### config.mk
export PLATFORM = sky130hd
export DESIGN_NAME = lcd_fade_sequencer
export DESIGN_NICKNAME = d
export VERILOG_FILES = /design/src/rtl/lcd_fade_sequencer.sv
export SDC_FILE = /design/constraint.sdc
export NUM_CORES = 1
export LEC_CHECK = 0
export ABC_AREA = 1
export BUFFER_PORTS_ARGS = -buffer_cell sky130_fd_sc_hd__buf_2
export CAP_MARGIN = 20
export CORE_MARGIN = 4
export CORE_UTILIZATION = 50
export CTS_CLUSTER_DIAMETER = 150
export DETAILED_ROUTE_END_ITERATION = 10
export GPL_ROUTABILITY_DRIVEN = 1
export PLACE_DENSITY_LB_ADDON = 0.25
export SLEW_MARGIN = 0
export SYNTH_ARGS = -nofsm -noshare
export SYNTH_HDL_FRONTEND = slang
export SYNTH_SLANG_ARGS = --single-unit
### constraint.sdc
create_clock -name HCLK -period 2.56 [get_ports HCLK]
set_clock_uncertainty 0.05 [all_clocks]
set_input_delay 0.512 -clock HCLK [delete_from_list [all_inputs] [get_ports HCLK]]
set_output_delay 0.512 -clock HCLK [all_outputs]
set_load 0.05 [all_outputs]
### src/rtl/lcd_fade_sequencer.sv
// AHB-Lite master that fades LCD brightness over a number of frames: it programs
// BR_MODE/BR_VALUE, pulses START, counts frame beats, waits a gap, then steps the value.
module lcd_fade_sequencer #(
    parameter int                W_ADDR      = 32,
    parameter int                W_DATA      = 32,
    parameter logic [W_ADDR-1:0] BASE_ADDR   = '0,
    parameter int                FRAME_BEATS = 196609,
    parameter int                W_BEAT      = 20,
    parameter int                GAP_CYC     = 16,
    parameter int                TIMEOUT_CYC = 1000000
) (
    input  logic              HCLK,
    input  logic              HRESETn,
    input  logic              i_go,
    input  logic              i_mode,
    input  logic [7:0]        i_value_init,
    input  logic [7:0]        i_step,
    input  logic [7:0]        i_n_frames,
    input  logic              i_frame_valid,
    output logic [1:0]        m_HTRANS,
    output logic [W_ADDR-1:0] m_HADDR,
    output logic              m_HWRITE,
    output logic [2:0]        m_HSIZE,
    output logic [2:0]        m_HBURST,
    output logic [W_DATA-1:0] m_HWDATA,
    input  logic              m_HREADY,
    input  logic [1:0]        m_HRESP,
    output logic              o_busy,
    output logic              o_done,
    output logic              o_err,
    output logic [7:0]        o_frame_idx,
    output logic [2:0]        o_state
);

    // Handshake: an address phase (NONSEQ) and a data phase each complete on the first
    // cycle m_HREADY is 1; until then every bus output is held unchanged.
    typedef enum logic [2:0] {
        S_IDLE       = 3'd0,
        S_WR_ADDR    = 3'd1,
        S_WR_DATA    = 3'd2,
        S_WAIT_FRAME = 3'd3,
        S_GAP        = 3'd4,
        S_DONE       = 3'd5
    } state_t;

    localparam logic [W_BEAT-1:0] BEAT_LAST = W_BEAT'(FRAME_BEATS - 1);
    localparam logic [23:0]       TMO_LAST  = 24'(TIMEOUT_CYC - 1);
    localparam logic [23:0]       GAP_LAST  = 24'(GAP_CYC - 1);

    state_t            r_state;
    state_t            w_state_nxt;
    logic              r_mode;
    logic [7:0]        r_value;
    logic [7:0]        r_step;
    logic [7:0]        r_n_frames;
    logic [7:0]        r_frame_idx;
    logic [1:0]        r_wr_idx;
    logic [W_BEAT-1:0] r_beat_cnt;
    logic [23:0]       r_tmo_cnt;
    logic              r_err;

    logic       w_frame_end;
    logic       w_timeout;
    logic       w_gap_end;
    logic       w_more_frames;
    logic       w_wr_err;
    logic [3:0] w_reg;
    logic [7:0] w_wdata;
    logic [8:0] w_value_sum;

    always_comb begin
        w_reg   = 4'd8;
        w_wdata = 8'd0;
        case (r_wr_idx)
            2'd0: begin w_reg = 4'd9;  w_wdata = {7'd0, r_mode}; end
            2'd1: begin w_reg = 4'd10; w_wdata = r_value;        end
            2'd2: begin w_reg = 4'd8;  w_wdata = 8'd1;           end
            default: begin w_reg = 4'd8; w_wdata = 8'd0;        end
        endcase
    end

    assign w_frame_end   = i_frame_valid && (r_beat_cnt == BEAT_LAST);
    assign w_timeout     = (r_tmo_cnt == TMO_LAST);
    assign w_gap_end     = (r_tmo_cnt == GAP_LAST);
    assign w_more_frames = ({1'b0, r_frame_idx} + 9'd1) < {1'b0, r_n_frames};
    assign w_value_sum   = {1'b0, r_value} + {1'b0, r_step};
    assign w_wr_err      = (m_HRESP != 2'b00);

    always_ff @(posedge HCLK) begin
        if (!HRESETn) r_state <= S_IDLE;
        else          r_state <= w_state_nxt;
    end

    always_comb begin
        w_state_nxt = r_state;
        case (r_state)
            S_IDLE:       if (i_go) w_state_nxt = S_WR_ADDR;
            S_WR_ADDR:    if (m_HREADY) w_state_nxt = S_WR_DATA;
            S_WR_DATA: begin
                if (w_wr_err)      w_state_nxt = S_IDLE;
                else if (m_HREADY) w_state_nxt = (r_wr_idx == 2'd3) ? S_WAIT_FRAME : S_WR_ADDR;
            end
            S_WAIT_FRAME: begin
                if (w_frame_end)    w_state_nxt = S_GAP;
                else if (w_timeout) w_state_nxt = S_IDLE;
            end
            S_GAP:        if (w_gap_end) w_state_nxt = w_more_frames ? S_WR_ADDR : S_DONE;
            S_DONE:       w_state_nxt = S_IDLE;
            default:      w_state_nxt = S_IDLE;
        endcase
    end

    // r_tmo_cnt doubles as the gap counter; both uses start from zero on state entry.
    always_ff @(posedge HCLK) begin
        if (!HRESETn) begin
            r_mode      <= 1'b0;
            r_value     <= 8'd0;
            r_step      <= 8'd0;
            r_n_frames  <= 8'd0;
            r_frame_idx <= 8'd0;
            r_wr_idx    <= 2'd0;
            r_beat_cnt  <= '0;
            r_tmo_cnt   <= 24'd0;
            r_err       <= 1'b0;
        end else begin
            case (r_state)
                S_IDLE: if (i_go) begin
                    r_mode      <= i_mode;
                    r_value     <= i_value_init;
                    r_step      <= i_step;
                    r_n_frames  <= (i_n_frames == 8'd0) ? 8'd1 : i_n_frames;
                    r_frame_idx <= 8'd0;
                    r_wr_idx    <= 2'd0;
                    r_err       <= 1'b0;
                end
                S_WR_DATA: begin
                    if (w_wr_err) begin
                        r_err <= 1'b1;
                    end else if (m_HREADY) begin
                        r_wr_idx <= r_wr_idx + 2'd1;
                        if (r_wr_idx == 2'd3) begin
                            r_beat_cnt <= '0;
                            r_tmo_cnt  <= 24'd0;
                        end
                    end
                end
                S_WAIT_FRAME: begin
                    if (i_frame_valid) r_beat_cnt <= r_beat_cnt + W_BEAT'(1);
                    r_tmo_cnt <= w_frame_end ? 24'd0 : r_tmo_cnt + 24'd1;
                    if (!w_frame_end && w_timeout) r_err <= 1'b1;
                end
                S_GAP: begin
                    r_tmo_cnt <= r_tmo_cnt + 24'd1;
                    if (w_gap_end && w_more_frames) begin
                        r_frame_idx <= r_frame_idx + 8'd1;
                        r_value     <= w_value_sum[8] ? 8'hFF : w_value_sum[7:0];
                        r_wr_idx    <= 2'd0;
                    end
                end
                default: ;
            endcase
        end
    end

    assign m_HTRANS    = (r_state == S_WR_ADDR) ? 2'b10 : 2'b00;
    assign m_HADDR     = (r_state == S_WR_ADDR) ? BASE_ADDR + W_ADDR'({w_reg, 2'b00}) : '0;
    assign m_HWRITE    = (r_state == S_WR_ADDR);
    assign m_HSIZE     = (r_state == S_WR_ADDR) ? 3'b010 : 3'b000;
    assign m_HBURST    = 3'b000;
    assign m_HWDATA    = (r_state == S_WR_DATA) ? W_DATA'(w_wdata) : '0;
    assign o_busy      = (r_state != S_IDLE);
    assign o_done      = (r_state == S_DONE);
    assign o_err       = r_err;
    assign o_frame_idx = r_frame_idx;
    assign o_state     = r_state;

endmodule

==> out/metrics.cfg, run 1 <==
[die]
io_pins=119
num_rows=39
start_util=0.520
die_x_um=118
die-area_um2=14000
coreArea_um2=11700
die_h_um=118

[timing]
worst_pin_slew_ns=0.531
finalWorstSetupSlack_ns=0.181
hold_ws_ns=0.394
setup_tns_ns=0
finalSetupViolations=0
finalCritPeriodShare=0.929
maxClockFrequency_ghz=0.420
hold_viol_final=0
maxSlewViolCount=0
fin_crit_ns=2.38
maxSlewHeadroom=0.645

[clock_network]
cts_max_path_buffers=2
htree_levels=3
cts_tree=done
cts_buffers=9
path_clk_slew_ns=0.06
clock_tree.root_cell=clkbuf_16
worstSkewPairLatency_ns=0.35
cts-hold-fix-buffers=0
cts_sinks=83

[synth]
synth_ff_type=dfxtp_1
synth_warnings=0
syn_area_um2=6060
syn_inst=972
ys_seq_elements=83
yosysSeqAreaShare=0.274
ys_top_cells_by_area=dfxtp_1 (27%), nand2_1 (16%), nor2_1 (9.2%)
synth.avg_cell_area_um2=6.24
synth_cell_types=45
synth_async_sr_flop_share=0
synth_top_cell_by_area=dfxtp_1
synth_top_area_frac=0.274
synth_edf_count=0

[layout]
mostFrequentLayoutCell=nand2_1
areaGrowthSynthToFinish_pct=9.47
post-route-util=0.569
drive_gt1_frac=0.135
fin_nets=1085
fin_cells=1175
diodes=0
final_cell_mix=nand2_1 (253), nor2_1 (142), inv_1 (120)
n_fill_cell=1189

[grt]
grt_max_degree=31
grt_overflow=0
grt_pass1_vias=5081
grt_usage=0.205
antenna_found_initial=0
grt_pass1_wl_mm=23.8

[status]
outcome=finished clean

[placed_design]
io_buffers=59
gp_congestion=0.885
dp.cells=1158
dp_hpwl_mm=11.1
place_ws_ns=0.130

[worst_setup_path]
worst-path-max-fanout=6
end_kind=primary output
cp.required_ns=2.00
start_kind=register
worstSetupPathType=reg2out
critical_path_arrival_ns=1.82

[drt]
drc=0
routed_wl_mm=14.6
firstDrtPassIters=4
routedWlPerCell_um=12.4
ant_nets=0
vias=5697
drt_iter0_drc=373
via_per_inst=4.85

[power_and_ir_drop]
irDropWorstVdd_mv=0.562
powerDensity_nw_per_um2=804
leakagePower_nw=3.26

[min_path]
min_path_type=in2reg

[job]
max_cap_violations=0

-- sequential cells by signal, summed over array words and instances (netlist names) --
signal       count
r_n_frames       8
r_step           8
r_beat_cnt      20
r_wr_idx         2
o_err            1
r_value          8
r_mode           1
o_state          3
o_frame_idx      8
r_tmo_cnt       24
-- stage by stage --
stage / instance area [µm²] / total power (W)
2_1_floorplan: 6300 / 0.00355
3_3_place_gp: 6260 / 0.00390
3_5_place_dp: 6260 / 0.00393
4_1_cts: 6560 / 0.00524
5_1_grt: 6640 / 0.00573
6_report: 6640 / 0.00534
-- synth_stat cells, types with 3 or more instances --
master / n
or2_2: 5
buf_2: 11
nand3_2: 3
nand2_4: 3
nor3_1: 20
nand3_1: 67
xor2_1: 10
clkbuf_1: 7
buf_6: 3
nor2_4: 5
dfxtp_1: 83
nand2_1: 255
ha_1: 25
nor2_1: 148
a21oi_1: 50
inv_2: 7
nand4_1: 23
o21ai_1: 3
o21ai_0: 20
inv_1: 120
nor4_1: 3
nand2_2: 7
buf_4: 62
o21bai_1: 6
-- path summary, 6_finish.rpt --
path	from	end	slack, ns	cells after the start
max	o_state[0]	m_HADDR[3]	0.18	5
min	i_step[4]	r_step[4]	0.39	3
max reg2reg	o_frame_idx[0]	r_value[7]	0.21	16
min reg2reg	o_err	o_err	0.40	2
-- critical path: stages, from the launching register on --
cell and delay [ns]:
dfxtp_1 0.51, nand2_1 0.17, nor2_2 0.26, inv_1 0.16
nor2_2 0.10, buf_2 0.26
-- power breakdown --
group / switching [W] / internal [W] / leakage (nW)
Combinational: 0.00168 / 0.000711 / 2.43
Sequential: 0.000164 / 0.00148 / 0.677
Clock: 0.000525 / 0.000777 / 0.145
-- per-layer routing --
layer	routed length [µm]	GRT usage
met1	6880	0.271
met2	6740	0.338
met3	777	0.0432
met4	170	0.0615
met5	0	0
-- repair_timing --
item	CTS	global route
setup buffers	0	0
resized for setup	0	14
endpoints found under the setup margin	0	18
-- cell type report --
class	count	area [µm²]	area share
clock buffers	11	243	0.0366
clock inverters	5	52.6	0.00792
inverters	129	489	0.0737
multi-input cells	733	3590	0.541
flip-flops and latches	83	1670	0.251
well taps	143	179	0.0270
repair buffers	71	415	0.0626
-- cell families after synthesis --
| logic type | share of synthesized area |
|---|---|
| AO/OA/AOI/OAI | 0.0766 |
| XOR/XNOR | 0.0173 |
| adder cells (fa/ha/maj) | 0.0549 |
| buffers and inverters | 0.178 |
| flip-flops | 0.274 |
| other | 0.000618 |
| AND/OR/NAND/NOR | 0.399 |
No activity file was read; power rests on OpenSTA's default activity.
==> run 2, diff against run 1 <==
RECOVER_POWER = 50   (was not set)
clock period = 2.6 ns   (was 2.56 ns; I/O delays follow)
==> out/metrics.cfg, run 2 (synthesis gave the netlist of run 1 again) <==
[drt]
highest_layer=met4  ; unchanged
vias=5731  ; was 5,697
routedWlPerCell_um=12.2  ; was 12.4 µm
routed_wl_mm=14.3  ; was 14.6 mm
drt_iter0_drc=420  ; was 373
ant_nets=0  ; unchanged
dr_wl_met3_um=891  ; was 777 µm
wl_met2_mm=6.54  ; was 6.74 mm
via_per_inst=4.88  ; was 4.85
firstDrtPassIters=5  ; was 4
drc=0  ; unchanged
wl_met1_mm=6.71  ; was 6.88 mm

[timing]
maxSlewHeadroom=0.481  ; was 0.645
hold_viol_final=0  ; unchanged
finalSetupViolations=0  ; unchanged
maxSlewViolCount=0  ; unchanged
hold_ws_ns=0.399  ; was 0.394 ns
setup_tns_ns=0  ; unchanged
worst_pin_slew_ns=0.777  ; was 0.531 ns
maxClockFrequency_ghz=0.415
finalCritPeriodShare=0.927
grt_setup_unrepaired=false
fin_crit_ns=2.41

[worst_setup_path]
crit_cells=6  ; was 5
cp.required_ns=2.03  ; was 2.00 ns
worstSetupPathType=reg2out  ; unchanged
crit_buf_inv=4  ; was 2
worstSetupEndpoint=o_busy  ; was m_HADDR[3]
max_stage_delay_ns=0.40  ; was 0.51 ns
end_kind=primary output  ; unchanged
rr_worst_depth=11  ; was 16
crit_path_top_delay_cell=dfxtp_1  ; unchanged
reg2reg_to=r_beat_cnt[8]  ; was r_value[7]
crit_chain=nor2_1 > inv_1 > nor2_1 > clkbuf_1 > inv_1 > buf_2  ; was nand2_1 > nor2_2 > inv_1 > nor2_2 > buf_2
crit_family=buffers and inverters  ; was simple AND/OR/NAND/NOR gates
start_kind=register  ; unchanged
r2r_slack_ns=0.23  ; was 0.21 ns
critical_path_arrival_ns=1.84  ; was 1.82 ns
crit_start=o_state[0]  ; unchanged
r2r_start=o_state[0]  ; was o_frame_idx[0]
worst-path-max-fanout=10  ; was 6

[layout]
mostFrequentLayoutCell=nand2_1  ; unchanged
drive_gt1_frac=0.112  ; was 0.135
areaGrowthSynthToFinish_pct=7.47  ; was 9.47%
largest_register=r_tmo_cnt  ; unchanged
biggestRegsByFlops=r_tmo_cnt x24, r_beat_cnt x20  ; unchanged
fin_nets=1084  ; was 1,085
final_cell_mix=nand2_1 (256), nor2_1 (144), inv_1 (121)  ; was nand2_1 (253), nor2_1 (142), inv_1 (120)
diodes=0  ; unchanged
largest_reg_flops=24  ; unchanged
n_fill_cell=1202  ; was 1,189

[clock_network]
cts_sinks=83  ; unchanged
cts_buffers=9  ; unchanged
cts_tree=done  ; unchanged
clock_tree.root_cell=clkbuf_16  ; unchanged
ctsResizeCount=0  ; unchanged
cts_setup_buffers=0  ; unchanged
cts_max_path_buffers=2  ; unchanged
htree_levels=3  ; unchanged
cts-hold-fix-buffers=0  ; unchanged
worstSkewPairLatency_ns=0.34  ; was 0.35 ns
path_clk_slew_ns=0.06  ; about the same

[die]
die-area_um2=14000  ; unchanged
io_pins=119  ; unchanged
num_rows=39  ; unchanged
start_util=0.520  ; unchanged
die_h_um=118  ; unchanged
coreArea_um2=11700  ; unchanged
die_x_um=118  ; unchanged

[grt]
grt_overflow=0  ; unchanged
antenna_found_initial=0  ; unchanged
grt_max_degree=31  ; unchanged
grt_usage=0.206  ; was 0.205
grt_pass1_vias=5105  ; was 5,081
grt_pass1_wl_mm=23.9  ; was 23.8 mm

[status]
outcome=finished clean  ; unchanged

[placed_design]
gp_congestion=0.885  ; unchanged
dp_hpwl_mm=11.1  ; about the same
io_buffers=59  ; unchanged

[job]
max_cap_violations=0  ; unchanged

[min_path]
min_path_cells=2  ; was 3
hold_start=o_err  ; was i_step[4]
min_path_type=reg2reg  ; was in2reg

[power_and_ir_drop]
powerDensity_nw_per_um2=780  ; was 804 nW/µm²
leakagePower_nw=3.15  ; was 3.26 nW
irDropWorstVdd_mv=0.517  ; was 0.562 mV

-- run 2: cell types whose count changed in the layout (fill, tap and decap cells not counted), moves of 2 or more --
cell      delta
nand2_2      -3
clkbuf_1    +16
buf_2       -11
buf_4        -7
nor2_1       +2
clkbuf_2     +2
nand2_1      +3
-- run 2: how the worst min path moves through the flow --
| stage | to | slack, ns |
|---|---|---|
| 3_5_place_dp | o_err | 0.39 |
| 5_1_grt | r_step[4] | 0.41 |
| 6_report | o_err | 0.40 |
| 4_1_cts | r_step[4] | 0.39 |
| 3_3_place_gp | o_err | 0.39 |
| 2_1_floorplan | r_n_frames[1] | 0.39 |
-- run 2: per-stage QoR --
step	setup WS (ns)	cells	total power, W	cell area, µm²	util
4_1_cts	0.137	1174	0.00516	6560	0.562
3_5_place_dp	0.152	1158	0.00387	6260	0.537
6_report	0.189	1174	0.00508	6520	0.559
5_1_grt	0.0106	1174	0.00546	6520	0.559
2_1_floorplan	-0.107	1030	0.00350	6300	-
3_3_place_gp	0.230	1158	0.00384	6260	0.537
-- run 2: per-layer routing --
metal,track usage,vias up
li1,-,3044
met1,0.272,2499
met2,0.336,175
met3,0.0418,13
met4,0.0689,0
met5,0,-
-- run 2: worst register-to-register path, cell delays in order, from the launching register on --
cell and delay, ns:
dfxtp_1 0.50, inv_2 0.11, nor2_2 0.63, nand2_2 0.07, o21ai_0 0.10, nand2_1 0.18, clkbuf_2 0.24, nor2_4 0.14
inv_2 0.04, o21ai_1 0.11, nand2_1 0.06, nor2_1 0.08
-- run 2: cell type report --
cell class	instances	area, µm²	area share
Clock buffer	11	243	0.0373
Clock inverter	5	52.6	0.00806
Inverter	129	489	0.0751
Multi-Input combinational cell	733	3540	0.544
Sequential cell	83	1670	0.256
Tap cell	143	179	0.0275
Timing Repair Buffer	70	344	0.0528
-- run 2: power by group --
group	internal, W	switching, W	leakage (nW)
combinational	0.000592	0.00162	2.33
clock	0.000765	0.000508	0.145
sequential	0.00145	0.000150	0.677
==> run 3, diff against run 2 <==
clock period = 2.9 ns   (was 2.6 ns; I/O delays follow)
==> out/metrics.cfg, run 3 (synthesis gave the netlist of run 1 again) <==
[status]
outcome=finished clean  ; unchanged

[min_path]
min_path_type=reg2reg  ; unchanged
hold_start=o_err  ; unchanged
min_to=o_err  ; unchanged
min_path_cells=2  ; unchanged

[timing]
hold_ws_ns=0.404  ; was 0.399 ns
fin_crit_ns=2.57
worst_pin_slew_ns=0.803  ; was 0.777 ns
grt_setup_unrepaired=false  ; unchanged
maxSlewViolCount=0  ; unchanged
maxClockFrequency_ghz=0.389
hold_viol_final=0  ; unchanged
finalCritPeriodShare=0.886
maxSlewHeadroom=0.465  ; was 0.481
finalSetupViolations=0  ; unchanged
finalWorstSetupSlack_ns=0.330  ; was 0.189 ns

[power_and_ir_drop]
p_switching_w=0.00207  ; was 0.00228 W
switching_share=0.431  ; was 0.448
irDropWorstVdd_mv=0.515  ; was 0.517 mV
powerDensity_nw_per_um2=735  ; was 780 nW/µm²
finalPower_w=0.00481  ; was 0.00508 W
power_frac_seq=0.297  ; was 0.315
internal_power_w=0.00274  ; was 0.00281 W
leakagePower_nw=3.18  ; was 3.15 nW
p_clk_frac=0.295  ; was 0.250
p_comb_frac=0.408  ; was 0.435

[drt]
drt_iter0_drc=349  ; was 420
via_per_inst=4.95  ; was 4.88
vias=5782  ; was 5,731
ant_nets=0  ; unchanged
drc=0  ; unchanged
firstDrtPassIters=5  ; unchanged
routedWlPerCell_um=12.5  ; was 12.2 µm
routed_wl_mm=14.6  ; was 14.3 mm

[die]
coreArea_um2=11700  ; unchanged
die_x_um=118  ; unchanged
io_pins=119  ; unchanged
start_util=0.520  ; unchanged
die_h_um=118  ; unchanged
die-area_um2=14000  ; unchanged
num_rows=39  ; unchanged

[worst_setup_path]
r2r_slack_ns=0.33  ; was 0.23 ns
reg2reg_to=r_value[2]  ; was r_beat_cnt[8]
start_kind=register  ; unchanged
critical_path_arrival_ns=2.77  ; was 1.84 ns
r2r_start=o_frame_idx[0]  ; was o_state[0]
end_kind=register  ; was primary output
cp.required_ns=3.10  ; was 2.03 ns
worst-path-max-fanout=22  ; was 10
rr_worst_depth=15  ; was 11
worstSetupPathType=reg2reg  ; was reg2out

[placed_design]
dp_hpwl_mm=11.0  ; was 11.1 mm
place_area_um2=6210  ; was 6260 µm²
place_ws_ns=0.212  ; was 0.152 ns
gp_congestion=0.897  ; was 0.885
io_buffers=59  ; unchanged

[grt]
grt_pass1_vias=5146  ; was 5,105
grt_max_degree=26  ; was 31
grt_pass1_wl_mm=24.3  ; was 23.9 mm
grt_overflow=0  ; unchanged
antenna_found_initial=0  ; unchanged
grt_usage=0.209  ; was 0.206

[clock_network]
cts_sinks=83  ; unchanged
path_clk_slew_ns=0.07  ; was 0.06 ns
clock_tree.root_cell=clkbuf_16  ; unchanged
cts_buffers=9  ; unchanged
cts_setup_buffers=0  ; unchanged
htree_levels=3  ; unchanged
worstSkewPairLatency_ns=0.35  ; was 0.34 ns
cts_max_path_buffers=2  ; unchanged
cts_tree=done  ; unchanged

[layout]
n_fill_cell=1150  ; was 1,202
diodes=0  ; unchanged
largest_reg_flops=24  ; unchanged
drive_gt1_frac=0.0936  ; was 0.112
areaGrowthSynthToFinish_pct=7.88  ; was 7.47%
mostFrequentLayoutCell=nand2_1  ; unchanged
largest_register=r_tmo_cnt  ; unchanged
fin_area_um2=6540  ; was 6520 µm²
fin_nets=1079  ; was 1,084
biggestRegsByFlops=r_tmo_cnt x24, r_beat_cnt x20  ; unchanged
final_cell_mix=nand2_1 (260), nor2_1 (148), inv_1 (123)  ; was nand2_1 (256), nor2_1 (144), inv_1 (121)

[job]
max_cap_violations=0  ; unchanged

[run 3: worst max path at each step]
stage                           endpoint  slack [ns]            from
after detailed placement      r_value[0]        0.21  o_frame_idx[0]
after global routing      o_frame_idx[0]        0.01  o_frame_idx[0]
after CTS                     r_value[2]        0.18  o_frame_idx[0]
after global placement        r_value[5]        0.34  o_frame_idx[0]
after floorplan               m_HADDR[2]       -0.04      o_state[0]
final                         r_value[2]        0.33  o_frame_idx[0]
[run 3: layout make-up]
| cell class | count | area [µm²] | share of cell area |
|---|---|---|---|
| clock inverter | 7 | 140 | 0.0214 |
| timing repair buffer | 65 | 314 | 0.0480 |
| inverter | 129 | 489 | 0.0748 |
| sequential | 83 | 1660 | 0.254 |
| tap | 143 | 179 | 0.0274 |
| multi-input combinational | 733 | 3530 | 0.540 |
| clock buffer | 9 | 225 | 0.0344 |
[run 3: timing repair]
| item | in CTS | in global routing |
|---|---|---|
| hold buffers | 0 | 0 |
| gates resized for setup | 0 | 1 |
| endpoints found under the setup margin | 0 | 16 |
[run 3: layer usage]
layer	global-route usage	wire, µm	vias to the layer above
met5	0	0	-
met4	0.0821	306	0
met3	0.0380	797	22
met2	0.335	6530	159
met1	0.278	6920	2567
li1	-	-	3034
[run 3: metrics by stage]
step / util / std cells / setup TNS, ns
floorplan: - / 1030 / -0.0769
global placement: 0.533 / 1153 / 0
detailed placement: 0.533 / 1153 / 0
CTS: 0.564 / 1169 / 0
global route: 0.561 / 1169 / 0
finish: 0.561 / 1169 / 0
[run 3: worst max-delay path: stages, from the launching register on]
cell and delay [ns]:
dfxtp_1 0.40, ha_1 0.21, nand3_1 0.14, nor2_1 0.15
xor2_1 0.21, ha_1 0.27, nand2_1 0.06, nand2_1 0.04
nand2_1 0.05, nand2_1 0.04, nor2_1 0.12, nand2_1 0.07
nand2_1 0.14, nand3_4 0.26, nor2_1 0.18, nor2_1 0.06
[run 3: power by group through the flow]
stage	Clock (W)	Sequential, W	Combinational [W]
global route	0.00148	0.00145	0.00223
global placement	0	0.00145	0.00196
CTS	0.00144	0.00143	0.00199
detailed placement	0	0.00145	0.00197
floorplan	0	0.00161	0.00151
finish	0.00142	0.00143	0.00196
